==> src/rtl/program_mem_controller_pkg.sv <==
// program_mem_controller_pkg
// Shared types and helpers for the program memory controller slice.
//   state_t   : controller FSM encoding (IDLE=0, READ_WAITING=1, RELAYING=2)
//   id_width  : bits needed to hold a channel index (never less than 1)
//   wrap_next : index + 1, wrapping to 0 at the channel count
package program_mem_controller_pkg;

    typedef enum logic [1:0] {
        IDLE         = 2'd0,
        READ_WAITING = 2'd1,
        RELAYING     = 2'd2
    } state_t;

    function automatic int id_width(input int count);
        return (count > 1) ? $clog2(count) : 1;
    endfunction

    function automatic int wrap_next(input int index, input int modulus);
        return (index + 1 >= modulus) ? 0 : index + 1;
    endfunction

endpackage

==> src/rtl/program_mem_controller_if.sv <==
// program_mem_controller_if
// Bundles the fetcher-side and memory-side handshakes of the controller.
//   consumer_read_valid/address : per-fetcher request and PC
//   consumer_read_ready/data    : per-fetcher response strobe and instruction
//   mem_read_valid/address      : request towards program memory
//   mem_read_ready/data         : program memory response
// Modports:
//   master : the controller (answers fetchers, issues memory requests)
//   slave  : the surroundings (fetchers plus program memory)
interface program_mem_controller_if
    import program_mem_controller_pkg::*;
#(
    parameter int ADDR_BITS     = 8,
    parameter int DATA_BITS     = 16,
    parameter int NUM_CONSUMERS = 4
);

    logic [NUM_CONSUMERS-1:0]                consumer_read_valid;
    logic [NUM_CONSUMERS-1:0][ADDR_BITS-1:0] consumer_read_address;
    logic [NUM_CONSUMERS-1:0]                consumer_read_ready;
    logic [NUM_CONSUMERS-1:0][DATA_BITS-1:0] consumer_read_data;
    logic                                    mem_read_valid;
    logic [ADDR_BITS-1:0]                    mem_read_address;
    logic                                    mem_read_ready;
    logic [DATA_BITS-1:0]                    mem_read_data;

    modport master (
        input  consumer_read_valid,
        input  consumer_read_address,
        input  mem_read_ready,
        input  mem_read_data,
        output consumer_read_ready,
        output consumer_read_data,
        output mem_read_valid,
        output mem_read_address
    );

    modport slave (
        output consumer_read_valid,
        output consumer_read_address,
        output mem_read_ready,
        output mem_read_data,
        input  consumer_read_ready,
        input  consumer_read_data,
        input  mem_read_valid,
        input  mem_read_address
    );

endinterface

==> src/rtl/program_mem_controller_rr_arbiter.sv <==
// rr_arbiter
// Purely combinational round-robin pick over the fetcher request vector.
//   request     : one bit per channel, high when that channel wants service
//   rr_ptr      : channel the search starts from
//   grant_valid : high when at least one request bit is set
//   grant_id    : first requesting channel at or after rr_ptr (modulo count)
module rr_arbiter
    import program_mem_controller_pkg::*;
#(
    parameter int NUM_CONSUMERS = 4,
    parameter int ID_BITS       = 2
) (
    input  logic [NUM_CONSUMERS-1:0] request,
    input  logic [ID_BITS-1:0]       rr_ptr,
    output logic                     grant_valid,
    output logic [ID_BITS-1:0]       grant_id
);

    // Walk the channels starting at rr_ptr; the first hit wins and later
    // hits are masked by grant_valid already being set.
    always_comb begin
        grant_valid = 1'b0;
        grant_id    = '0;
        for (int offset = 0; offset < NUM_CONSUMERS; offset++) begin
            if (!grant_valid && request[(int'(rr_ptr) + offset) % NUM_CONSUMERS]) begin
                grant_valid = 1'b1;
                grant_id    = ID_BITS'((int'(rr_ptr) + offset) % NUM_CONSUMERS);
            end
        end
    end

endmodule

==> src/rtl/program_mem_controller.sv <==
// program_mem_controller
// Shares one program memory port between NUM_CONSUMERS instruction fetchers.
// One memory read is outstanding at a time; channels are served round-robin.
// Ports:
//   clk   : rising-edge clock
//   reset : synchronous, active-high; abandons any transaction in flight
//   bus   : program_mem_controller_if.master (fetcher and memory handshakes)
module program_mem_controller
    import program_mem_controller_pkg::*;
#(
    parameter int ADDR_BITS     = 8,
    parameter int DATA_BITS     = 16,
    parameter int NUM_CONSUMERS = 4
) (
    input  logic                        clk,
    input  logic                        reset,
    program_mem_controller_if.master    bus
);

    localparam int ID_BITS = id_width(NUM_CONSUMERS);

    state_t                                  state, state_next;
    logic [ID_BITS-1:0]                      rr_ptr, rr_ptr_next;
    logic [ID_BITS-1:0]                      active_id, active_id_next;
    logic                                    mem_valid_q, mem_valid_next;
    logic [ADDR_BITS-1:0]                    mem_addr_q, mem_addr_next;
    logic [NUM_CONSUMERS-1:0]                ready_q, ready_next;
    logic [NUM_CONSUMERS-1:0][DATA_BITS-1:0] data_q, data_next;

    logic                                    arb_valid;
    logic [ID_BITS-1:0]                      arb_id;

    rr_arbiter #(
        .NUM_CONSUMERS (NUM_CONSUMERS),
        .ID_BITS       (ID_BITS)
    ) arbiter (
        .request     (bus.consumer_read_valid),
        .rr_ptr      (rr_ptr),
        .grant_valid (arb_valid),
        .grant_id    (arb_id)
    );

    // Next-state logic. Every output is registered, so this block computes
    // the next value of each register and everything holds by default.
    // mem_read_ready is only looked at in READ_WAITING, which is exactly when
    // mem_read_valid is high, so stray strobes elsewhere are ignored.
    // Leaving RELAYING only once the granted valid is seen low is what stops
    // a fetcher that is still holding valid from being granted twice.
    always_comb begin
        state_next     = state;
        rr_ptr_next    = rr_ptr;
        active_id_next = active_id;
        mem_valid_next = mem_valid_q;
        mem_addr_next  = mem_addr_q;
        ready_next     = ready_q;
        data_next      = data_q;

        case (state)
            IDLE: begin
                if (arb_valid) begin
                    active_id_next = arb_id;
                    mem_addr_next  = bus.consumer_read_address[arb_id];
                    mem_valid_next = 1'b1;
                    state_next     = READ_WAITING;
                end
            end

            READ_WAITING: begin
                if (bus.mem_read_ready) begin
                    data_next[active_id]  = bus.mem_read_data;
                    ready_next[active_id] = 1'b1;
                    mem_valid_next        = 1'b0;
                    state_next            = RELAYING;
                end
            end

            RELAYING: begin
                if (!bus.consumer_read_valid[active_id]) begin
                    ready_next[active_id] = 1'b0;
                    rr_ptr_next           = ID_BITS'(wrap_next(int'(active_id), NUM_CONSUMERS));
                    state_next            = IDLE;
                end
            end

            default: begin
                state_next = IDLE;
            end
        endcase
    end

    // State and output registers with synchronous reset. Data registers are
    // cleared on reset too so every fetcher starts from a known word.
    always_ff @(posedge clk) begin
        if (reset) begin
            state       <= IDLE;
            rr_ptr      <= '0;
            active_id   <= '0;
            mem_valid_q <= 1'b0;
            mem_addr_q  <= '0;
            ready_q     <= '0;
            data_q      <= '0;
        end else begin
            state       <= state_next;
            rr_ptr      <= rr_ptr_next;
            active_id   <= active_id_next;
            mem_valid_q <= mem_valid_next;
            mem_addr_q  <= mem_addr_next;
            ready_q     <= ready_next;
            data_q      <= data_next;
        end
    end

    assign bus.mem_read_valid      = mem_valid_q;
    assign bus.mem_read_address    = mem_addr_q;
    assign bus.consumer_read_ready = ready_q;
    assign bus.consumer_read_data  = data_q;

endmodule

==> src/flat_wrapper.sv <==
// flat-port wrapper written by rule: the top's interface ports become plain ports
module program_mem_controller_flat import program_mem_controller_pkg::*;
#(
    parameter int ADDR_BITS     = 8,
    parameter int DATA_BITS     = 16,
    parameter int NUM_CONSUMERS = 4
)
  (clk, reset, bus_consumer_read_valid, bus_consumer_read_address, bus_mem_read_ready, bus_mem_read_data, bus_consumer_read_ready, bus_consumer_read_data, bus_mem_read_valid, bus_mem_read_address);
  program_mem_controller_if #(.ADDR_BITS(ADDR_BITS), .DATA_BITS(DATA_BITS), .NUM_CONSUMERS(NUM_CONSUMERS)) bus_i ();
  input  logic clk;
  input  logic reset;
  input wire logic [$bits(bus_i.consumer_read_valid)-1:0] bus_consumer_read_valid;
  input wire logic [$bits(bus_i.consumer_read_address)-1:0] bus_consumer_read_address;
  input wire logic [$bits(bus_i.mem_read_ready)-1:0] bus_mem_read_ready;
  input wire logic [$bits(bus_i.mem_read_data)-1:0] bus_mem_read_data;
  output wire logic [$bits(bus_i.consumer_read_ready)-1:0] bus_consumer_read_ready;
  output wire logic [$bits(bus_i.consumer_read_data)-1:0] bus_consumer_read_data;
  output wire logic [$bits(bus_i.mem_read_valid)-1:0] bus_mem_read_valid;
  output wire logic [$bits(bus_i.mem_read_address)-1:0] bus_mem_read_address;
  assign bus_i.consumer_read_valid = bus_consumer_read_valid;
  assign bus_i.consumer_read_address = bus_consumer_read_address;
  assign bus_i.mem_read_ready = bus_mem_read_ready;
  assign bus_i.mem_read_data = bus_mem_read_data;
  assign bus_consumer_read_ready = bus_i.consumer_read_ready;
  assign bus_consumer_read_data = bus_i.consumer_read_data;
  assign bus_mem_read_valid = bus_i.mem_read_valid;
  assign bus_mem_read_address = bus_i.mem_read_address;
  program_mem_controller #(.ADDR_BITS(ADDR_BITS), .DATA_BITS(DATA_BITS), .NUM_CONSUMERS(NUM_CONSUMERS)) u_core (.clk(clk), .reset(reset), .bus(bus_i));
endmodule
==> config.mk <==
export PLATFORM = sky130hd
export DESIGN_NAME = program_mem_controller_flat
export DESIGN_NICKNAME = d
export VERILOG_FILES = /design/src/rtl/program_mem_controller_pkg.sv /design/src/rtl/program_mem_controller_if.sv /design/src/rtl/program_mem_controller_rr_arbiter.sv /design/src/rtl/program_mem_controller.sv /design/src/flat_wrapper.sv
export SDC_FILE = /design/constraint.sdc
export NUM_CORES = 1
export LEC_CHECK = 0
export CAP_MARGIN = 15
export CELL_PAD_IN_SITES_DETAIL_PLACEMENT = 1
export CELL_PAD_IN_SITES_GLOBAL_PLACEMENT = 2
export CORE_MARGIN = 3
export CORE_UTILIZATION = 25
export CTS_BUF_LIST = sky130_fd_sc_hd__clkbuf_4
export CTS_CLUSTER_DIAMETER = 100
export CTS_CLUSTER_SIZE = 16
export DETAILED_ROUTE_END_ITERATION = 12
export PLACE_DENSITY_LB_ADDON = 0.1
export SYNTH_ARGS = -nofsm -noshare
export SYNTH_HDL_FRONTEND = slang
export SYNTH_SLANG_ARGS = --single-unit
==> constraint.sdc <==
create_clock -name clk -period 2.2 [get_ports clk]
set_input_delay 0.66 -clock clk [delete_from_list [all_inputs] [get_ports clk]]
set_output_delay 0.66 -clock clk [all_outputs]
set_load 0.05 [all_outputs]
==> impl_metrics.ini <==
[worst_setup_path]
path_class = input port to flip-flop
critPathCaptureType = flip-flop
critPathSlowestCell = or4_1
slowest_delay_ns = 0.60
path_cells = clkdlybuf4s50_1 > or4_1 > nand2_2 > or3b_2 > o221ai_2
worstPathRequired_ns = 2.54
critPathMaxFanout = 12
arrival_ns = 2.40
setup.worst_path.start_class = input port

[timing]
rsz0062_at_grt = false
slew_violations = 0
hold_violations = 0
fin_skew_ns = 0.0119
hold_ws_ns = 0.461
fmax_mhz = 486
period_share_pct = 93.6
slew_headroom_pct = 64.4
fin_tns_setup_ns = 0
setup_violations = 0
fin_ws_ns = 0.141
tightest_slew_ns = 0.534
min_period_ns = 2.06

[die]
initial_core_util_pct = 26.3
dieWidth_um = 123
ios = 132
fp.coreArea_mm2 = 0.0129
dieArea_mm2 = 0.0150
die_y_um = 123
rows = 41

[synthesis]
yosys.area_share.simple_pct = 23.3
netlist.area_leader.share_pct = 48.9
syn_inst = 410
seq_area_frac_synth_pct = 48.9
synth_top_family_by_area = simple AND/OR/NAND/NOR gates
avgSynthCellArea_um2 = 8.29
synth_seq_cells = 83
synth_compound_area_share_pct = 17.6
synth_fp_nets = 469
netlist-cell-type-count = 36
synth.area.top_cells = dfxtp_1 49%, nand2_1 15%, a21oi_1 11%
synth-xor-area-share_pct = 0
yosys.area.top_type = dfxtp_1
yosysWarnings = 0
muxShareOfSynthArea_pct = 4.79
synthAdderAreaFrac_pct = 1.47
syn-cell-area_mm2 = 0.00340

[detailed_routing]
drc = 0
vias = 3390
vias_per_cell = 4.66
wirelength_mm = 11.5
wl_per_cell_um = 15.8
antenna_left = 0
first_iter_violations = 108
drt-pass1-iter-count = 4

[run_status]
status = completed

[finish]
final_cell_mix = 139 x nand2_1, 83 x dfxtp_1, 72 x a21oi_1, 56 x dlygate4sd2_1, 53 x clkdlybuf4s50_1
areaGrowthSynthToFinish_pct = 48.3
nets = 609
mostFrequentLayoutCell = nand2_1
diodes = 0
fillers = 1579
drive_gt1_share_pct = 13.2

[grt]
grt_pass1_vias = 3587
track_usage_pct = 15.7
antenna_found_initial = 0
grt_pass1_wl_mm = 18.3
overflow = 0
grt_max_degree = 50

[clock_tree]
clkTransAtPathRegs_ns = 0.13
cts-htree-levels = 3
root_buffer = clkbuf_4
cts_sinks = 83
insertion_delay_ns = 0.45
tritoncts = yes
numCtsBuffers = 9
holdBufCountCts = 0
clockBufferDepth = 2

[place]
dpl.hpwl_mm = 8.60
gp_congestion = 0.771
io_buffers = 131
pre_cts_slack_ns = -0.329

[worst_hold_path]
hold_path_class = flip-flop to flip-flop

[job]
drv_cap = 0

[power_and_ir_drop]
power.leakage_uw = 0.00205
power_density_mw_per_mm2 = 610
ir_drop_uv = 285
==> worst paths after layout <==
| kind | startpoint | endpoint | slack (ns) | depth (start not counted) |
|---|---|---|---|---|
| hold / removal | u_core.bus.consumer_read_data[50] | u_core.bus.consumer_read_data[50] | 0.46 | 2 |
| setup reg to reg | u_core.active_id[0] | flip-flop | 0.47 | 5 |
| hold reg to reg | u_core.bus.consumer_read_data[50] | u_core.bus.consumer_read_data[50] | 0.46 | 2 |
| setup / recovery | bus_consumer_read_valid[0] | u_core.bus.mem_read_address[2] | 0.14 | 5 |
==> worst max-delay path: cells and delay by family <==
family                 cells  cell delay (ns)
buffers and inverters      1             0.51
and+or+nand+nor            3             1.11
AOI/OAI and AO/OA          1             0.11
==> state kept, by name (all words and copies together) (netlist names), named ones only <==
signal	count
u_core.active_id	2
u_core.bus.consumer_read_data	64
u_core.bus.mem_read_address	8
u_core.bus.mem_read_valid	1
u_core.rr_ptr	2
u_core.state	2
==> stage by stage <==
stage	utilization, %	instance area, um^2	total power (uW)	cells
after floorplan	-	3400	1950	410
after global placement	38.5	4980	2240	711
after detailed placement	38.5	4980	2250	711
after CTS	39.0	5040	3140	727
after global routing	39.0	5040	3240	727
final	39.0	5040	3070	727
==> kinds of logic (layout without fill, tap and decap cells) <==
logic type	Yosys count	in the layout
and+or+nand+nor	182	182
DFF	83	83
muxes	15	15
AOI/OAI and AO/OA	98	98
adders and majority gates	4	4
buffers and inverters	28	173
==> routing by layer <==
layer	vias up	global-route usage [%]	part of all wire, %
met5	-	0	0
met1	1621	18.6	43
met3	11	5.25	7.2
met4	0	4.41	1.1
met2	95	27.1	49
li1	1663	-	-
==> timing repair <==
item                                    in CTS  in global routing
gates resized for setup                     56                  0
endpoints found under the setup margin      56                  0
setup buffers                                0                  0
==> Yosys cell counts (all sizes together) <==
master	instances
nand2b	2
or4	1
nand4	5
o21a	1
dfxtp	83
mux4	1
ha	4
o31ai	5
nor2	16
or3b	1
inv	4
nor3	2
buf	11
a211o	5
a22oi	1
clkbuf	13
o221ai	8
o21ai	2
and2	4
or2	2
mux2i	14
o22a	1
nand2	140
a31oi	1
a21o	1
a21oi	73
nand3b	8
nor3b	1
==> where the power goes <==
group / internal [uW] / switching [uW] / total (uW)
sequential: 1550 / 31.7 / 1580
clock: 350 / 536 / 886
combinational: 241 / 362 / 603
total: 2140 / 930 / 3070
==> cell type report <==
type                            instances  area, um^2  area share (%)
Timing Repair Buffer                  153        1410            28.0
Inverter                                4        15.0           0.298
Multi-Input combinational cell        299        1600            31.8
Clock buffer                           10        75.1            1.49
Clock inverter                          6        56.3            1.12
Tap cell                              172         215            4.27
Sequential cell                        83        1660            33.0
Note: power is estimated with default switching activity, not from simulation.
